**src/rtl/mem_port_arbiter_if.sv**
```systemverilog
// Bus bundle between two requesting cores, the arbiter and the shared external memory port.
// master drives requests, hold and memory read data; slave is the arbiter side.
interface mem_port_arbiter_if #(
  parameter int unsigned AW = 6
) ();
  logic          hold;
  logic          req0_valid;
  logic [AW-1:0] req0_addr;
  logic          gnt0;
  logic          rsp0_valid;
  logic [AW-1:0] rsp0_data;
  logic          req1_valid;
  logic [AW-1:0] req1_addr;
  logic          gnt1;
  logic          rsp1_valid;
  logic [AW-1:0] rsp1_data;
  logic [AW-1:0] ext_addr;
  logic          ext_rd;
  logic [AW-1:0] ext_data;
  logic          busy;

  modport master (
    output hold, req0_valid, req0_addr, req1_valid, req1_addr, ext_data,
    input  gnt0, rsp0_valid, rsp0_data, gnt1, rsp1_valid, rsp1_data, ext_addr, ext_rd, busy
  );

  modport slave (
    input  hold, req0_valid, req0_addr, req1_valid, req1_addr, ext_data,
    output gnt0, rsp0_valid, rsp0_data, gnt1, rsp1_valid, rsp1_data, ext_addr, ext_rd, busy
  );
endinterface

```
**src/rtl/mem_port_arbiter.sv**
```systemverilog
// Round-robin arbiter sharing one pipelined external read port between two cores.
// Each issued read carries an owner tag down a LAT+1 deep pipeline to route its response.
module mem_port_arbiter #(
  parameter int unsigned AW  = 6,
  parameter int unsigned LAT = 1
) (
  input logic              clk,
  input logic              reset,
  mem_port_arbiter_if.slave bus
);

  logic          rr_q, rr_d;
  logic          gnt0, gnt1, granted;
  logic [AW-1:0] gnt_addr;

  logic [LAT:0]  tag_valid_q, tag_valid_d;
  logic [LAT:0]  tag_owner_q, tag_owner_d;
  logic          head_valid, head_owner;

  logic          ext_rd_q, ext_rd_d;
  logic [AW-1:0] ext_addr_q, ext_addr_d;

  logic          rsp0_valid_q, rsp0_valid_d;
  logic          rsp1_valid_q, rsp1_valid_d;
  logic [AW-1:0] rsp0_data_q, rsp0_data_d;
  logic [AW-1:0] rsp1_data_q, rsp1_data_d;

  // Grant is combinational so a requester can complete its transfer in the same cycle.
  always_comb begin
    gnt0 = 1'b0;
    gnt1 = 1'b0;
    if (!reset && !bus.hold) begin
      if (bus.req0_valid && bus.req1_valid) begin
        gnt0 = ~rr_q;
        gnt1 = rr_q;
      end else begin
        gnt0 = bus.req0_valid;
        gnt1 = bus.req1_valid;
      end
    end
  end

  assign granted  = gnt0 | gnt1;
  assign gnt_addr = gnt1 ? bus.req1_addr : bus.req0_addr;

  always_comb begin
    rr_d = rr_q;
    if (granted) begin
      rr_d = ~gnt1;
    end
  end

  always_comb begin
    ext_rd_d   = granted;
    ext_addr_d = granted ? gnt_addr : ext_addr_q;
  end

  // Stage 0 is the read on the bus this cycle; stage LAT lines up with ext_data.
  always_comb begin
    tag_valid_d = {tag_valid_q[LAT-1:0], granted};
    tag_owner_d = {tag_owner_q[LAT-1:0], gnt1};
  end

  assign head_valid = tag_valid_q[LAT];
  assign head_owner = tag_owner_q[LAT];

  always_comb begin
    rsp0_valid_d = head_valid & ~head_owner;
    rsp1_valid_d = head_valid & head_owner;
    rsp0_data_d  = rsp0_valid_d ? bus.ext_data : rsp0_data_q;
    rsp1_data_d  = rsp1_valid_d ? bus.ext_data : rsp1_data_q;
  end

  always_ff @(posedge clk) begin
    if (reset) begin
      rr_q         <= 1'b0;
      tag_valid_q  <= '0;
      tag_owner_q  <= '0;
      ext_rd_q     <= 1'b0;
      ext_addr_q   <= '0;
      rsp0_valid_q <= 1'b0;
      rsp1_valid_q <= 1'b0;
      rsp0_data_q  <= '0;
      rsp1_data_q  <= '0;
    end else begin
      rr_q         <= rr_d;
      tag_valid_q  <= tag_valid_d;
      tag_owner_q  <= tag_owner_d;
      ext_rd_q     <= ext_rd_d;
      ext_addr_q   <= ext_addr_d;
      rsp0_valid_q <= rsp0_valid_d;
      rsp1_valid_q <= rsp1_valid_d;
      rsp0_data_q  <= rsp0_data_d;
      rsp1_data_q  <= rsp1_data_d;
    end
  end

  assign bus.gnt0       = gnt0;
  assign bus.gnt1       = gnt1;
  assign bus.ext_rd     = ext_rd_q;
  assign bus.ext_addr   = ext_addr_q;
  assign bus.rsp0_valid = rsp0_valid_q;
  assign bus.rsp1_valid = rsp1_valid_q;
  assign bus.rsp0_data  = rsp0_data_q;
  assign bus.rsp1_data  = rsp1_data_q;
  assign bus.busy       = (|tag_valid_q) | rsp0_valid_q | rsp1_valid_q;

endmodule
```
**src/flat_wrapper.sv**
```systemverilog
// flat-port wrapper written by rule: the top's interface ports become plain ports
module mem_port_arbiter_flat 
#(
  parameter int unsigned AW  = 6,
  parameter int unsigned LAT = 1
)
  (clk, reset, bus_hold, bus_req0_valid, bus_req0_addr, bus_req1_valid, bus_req1_addr, bus_ext_data, bus_gnt0, bus_rsp0_valid, bus_rsp0_data, bus_gnt1, bus_rsp1_valid, bus_rsp1_data, bus_ext_addr, bus_ext_rd, bus_busy);
  mem_port_arbiter_if #(.AW(AW)) bus_i ();
  input logic clk;
  input logic reset;
  input wire logic [$bits(bus_i.hold)-1:0] bus_hold;
  input wire logic [$bits(bus_i.req0_valid)-1:0] bus_req0_valid;
  input wire logic [$bits(bus_i.req0_addr)-1:0] bus_req0_addr;
  input wire logic [$bits(bus_i.req1_valid)-1:0] bus_req1_valid;
  input wire logic [$bits(bus_i.req1_addr)-1:0] bus_req1_addr;
  input wire logic [$bits(bus_i.ext_data)-1:0] bus_ext_data;
  output wire logic [$bits(bus_i.gnt0)-1:0] bus_gnt0;
  output wire logic [$bits(bus_i.rsp0_valid)-1:0] bus_rsp0_valid;
  output wire logic [$bits(bus_i.rsp0_data)-1:0] bus_rsp0_data;
  output wire logic [$bits(bus_i.gnt1)-1:0] bus_gnt1;
  output wire logic [$bits(bus_i.rsp1_valid)-1:0] bus_rsp1_valid;
  output wire logic [$bits(bus_i.rsp1_data)-1:0] bus_rsp1_data;
  output wire logic [$bits(bus_i.ext_addr)-1:0] bus_ext_addr;
  output wire logic [$bits(bus_i.ext_rd)-1:0] bus_ext_rd;
  output wire logic [$bits(bus_i.busy)-1:0] bus_busy;
  assign bus_i.hold = bus_hold;
  assign bus_i.req0_valid = bus_req0_valid;
  assign bus_i.req0_addr = bus_req0_addr;
  assign bus_i.req1_valid = bus_req1_valid;
  assign bus_i.req1_addr = bus_req1_addr;
  assign bus_i.ext_data = bus_ext_data;
  assign bus_gnt0 = bus_i.gnt0;
  assign bus_rsp0_valid = bus_i.rsp0_valid;
  assign bus_rsp0_data = bus_i.rsp0_data;
  assign bus_gnt1 = bus_i.gnt1;
  assign bus_rsp1_valid = bus_i.rsp1_valid;
  assign bus_rsp1_data = bus_i.rsp1_data;
  assign bus_ext_addr = bus_i.ext_addr;
  assign bus_ext_rd = bus_i.ext_rd;
  assign bus_busy = bus_i.busy;
  mem_port_arbiter #(.AW(AW), .LAT(LAT)) u_core (.clk(clk), .reset(reset), .bus(bus_i));
endmodule
```
**config.mk**
```make
export PLATFORM = sky130hd
export DESIGN_NAME = mem_port_arbiter_flat
export DESIGN_NICKNAME = d
export VERILOG_FILES = /design/src/rtl/mem_port_arbiter_if.sv /design/src/rtl/mem_port_arbiter.sv /design/src/flat_wrapper.sv
export SDC_FILE = /design/constraint.sdc
export NUM_CORES = 1
export LEC_CHECK = 0
export CAP_MARGIN = 20
export CORE_AREA = 2 2 60 48
export DETAILED_ROUTE_END_ITERATION = 12
export DIE_AREA = 0 0 62 50
export HOLD_SLACK_MARGIN = 0.12
export PLACE_DENSITY = 0.8
export REMOVE_ABC_BUFFERS = 1
export SLEW_MARGIN = 20
export SYNTH_ARGS = -nofsm -noshare
export SYNTH_HDL_FRONTEND = slang
export SYNTH_SLANG_ARGS = --single-unit
```
**constraint.sdc**
```tcl
create_clock -name clk -period 3.4 [get_ports clk]
set_clock_uncertainty 0.15 [all_clocks]
set_input_delay 0.34 -clock clk [delete_from_list [all_inputs] [get_ports clk]]
set_output_delay 0.34 -clock clk [all_outputs]
set_load 0.01 [all_outputs]
```
==> metrics.txt <==
WL/cell=13.33 um; Pwr Density=350.0 mW/mm^2; DR DRC count=0; layout cells sized above 1=0.09272; Worst-Skew Late Latency=300 ps; largest net degree at the start of global routing=25; worst setup path start=bus_req1_valid; hold wc startpoint=u_core.tag_owner_q[0]$_SDFF_PP0_; Switch Pwr=129.8 uW; worst vdd ir=between 0.1 and 0.15 mV; crit path kind=in -> out; via count=roughly 960; row count=16; worst rel slew slack=0.5044; Clock Tree Root=clkbuf_4; Synth Flop Type=dfxtp_1; Post-Syn Area=between 0.001 and 0.0015 mm^2; Post-Synthesis Cells=109; die width=62 um; gpl congestion=0.7869; Synth Area in Adders=0; Unique masters post-synth=21; Yosys Warn Count=0; clock transition at the registers of the reported paths=130 ps; antenna cells=0; Port-buffer cells=46; Flop pwr share=0.582; leak pwr=0.0005118 uW; DR iter-0 viols=26; CTS tree=yes; Worst EP required=2910 ps; hold buffers post-CTS=0; post-synthesis compound-gate area fraction=0.1804; setup TNS=0 ps; Post-synth EDFFs=0; Starting Density=0.4130; number of global-route vias before repair=946; first-pass GRT wire length=4008 um; Fillers=about 220; Worst R2R Start=u_core.tag_valid_q[1]$_SDFF_PP0_; mux cell area share after synthesis=0.05811; H-tree levels=1; clock power share=0.237; total track usage=0.1751; sequential cell area fraction in the yosys report=0.4843; status=finished, final reports clean; max_cap viols=0; Simple-Gate Fraction of Synth Area=0.2155; Seq cells post-synth=25; post-route clock period utilization=0.7756; # IOs=47; endpoints failing hold=0; worst hold path class=reg -> reg; hpwl dp=roughly 2000 um; 1st-pass router iterations=4; Post-Syn Area per Cell=9.482 um^2; async set-reset flop share out of synthesis=0; FMAX=about 0.38 GHz; Antenna Nets Post-Route=0; CTS Buffer Depth=2; launching element type of the critical path=input pin; combinational share of power=0.181; cts repair resizes=0; WP data arrival=around 2200 ps; die height=50 um; core area=0.002502 mm^2; Syn-to-layout area delta=46.85%; dpl cell area=about 0.0015 mm^2; crit path time final=2637 ps; postcts setup bufs=0; grt ovf=0; final WL=2492 um; Num CTS Buffers=3; Pint=401.3 uW; die area=just over 0.003 mm^2; Vias/cell=5.144; Synth Area in XOR/XNOR=0; CP endpoint kind=output pin; Final setup viols=0; largest family of logic cells by synthesized area=simple AND/OR/NAND/NOR gates; Least-Margin Pin Slew=741.9 ps; flop2flop setup slack=roughly 1700 ps; crit-path max FO=9; Clock Sinks=25; initial antenna violation count=0; fin area=0.001518 mm^2; Switching Fraction=0.2444; Final Max Slew Viols=0; nets@finish=175; RSZ-0062 raised after global routing=no
-- logic make-up (layout without fill, tap and decap cells) --
group | Yosys count | in the layout
simple gates | 43 | 43
compound gates | 25 | 25
flops | 25 | 25
buf+inv | 10 | 52
mux | 6 | 6
-- cell usage in the layout (no fill, tap or decap) --
cell,n
or4_1,1
and2_4,1
or2_1,1
mux2i_1,6
clkinv_2,1
a311oi_2,6
o22ai_1,1
dfxtp_1,25
nor2_1,10
buf_4,2
o21ai_1,6
nand4_1,6
nor2b_1,6
a21oi_1,12
nand2b_1,1
nand3_1,6
nor2_2,1
or3b_1,1
nand2_1,8
and3_1,1
clkbuf_4,3
clkdlybuf4s50_1,46
-- state kept, by name, summed over array words and instances (netlist names) --
register and cells:
u_core.tag_owner_q 2, u_core.bus.rsp0_data 6, u_core.rr_q 1, u_core.bus.rsp0_valid 1, u_core.bus.rsp1_valid 1, u_core.tag_valid_q 2, u_core.bus.rsp1_data 6, u_core.bus.ext_addr 6
-- final cells by class --
type	count	area (um^2)	area share
clock buffers	3	22.52	0.01484
clock inverters	1	5.005	0.003298
multi-input cells	74	469.2	0.3091
flip-flops and latches	25	500.5	0.3298
well taps	36	45.04	0.02968
repair buffers	48	475.5	0.3133
-- synthesized netlist by cell type, drive strengths merged (4+ instances only) --
library cell | number | area [um^2]
buf | 6 | 48.79
mux2i | 6 | 60.06
clkbuf | 4 | 15.01
o21ai | 6 | 30.03
nand3 | 6 | 30.03
nand2 | 8 | 30.03
nand4 | 6 | 37.54
dfxtp | 25 | 500.5
a21oi | 12 | 60.06
a311oi | 6 | 90.09
nor2 | 11 | 43.80
nor2b | 6 | 37.54
-- metal layers --
layer / global-route usage / wire, um
met3: 0.04199 / 172
met5: 0 / 0
met1: 0.2036 / 1036
met2: 0.2934 / 1244
met4: 0.08156 / 39
-- critical path, cell delays in order --
cell,delay [ps]
clkdlybuf4s50_1,630
or3b_1,510
nor2_1,130
clkdlybuf4s50_1,540
-- path summary, 6_finish.rpt --
check,to,cells past startpoint
setup / recovery,bus_gnt1,4
hold reg to reg,u_core.tag_owner_q[1]$_SDFF_PP0_,1
setup reg to reg,u_core.bus.rsp0_data[3]$_SDFFE_PP0P_,3
hold / removal,u_core.tag_owner_q[1]$_SDFF_PP0_,1
-- power by group through the flow --
stage | combinational [uW] | clock (uW) | sequential (uW)
finish | 95.9 | 126 | 309
CTS | 96.4 | 132 | 309
global route | 103 | 144 | 311
detailed placement | 96.0 | 0 | 316
global placement | 93.8 | 0 | 315
floorplan | 32.4 | 0 | 318
-- stage by stage --
step,total power [uW],std cells,util,setup slack (ps),hold slack (ps)
final,531.1,187,0.6065,762.9,309.0
after CTS,537.5,187,0.6065,780.8,306.3
after detailed placement,411.7,183,0.5955,792.9,280.8
after global routing,558.0,187,0.6065,650.2,308.9
after global placement,409.3,183,0.5955,807.0,267.5
after floorplan,350.6,99,-,1905,257.9
(Power assumes the default switching activity.)
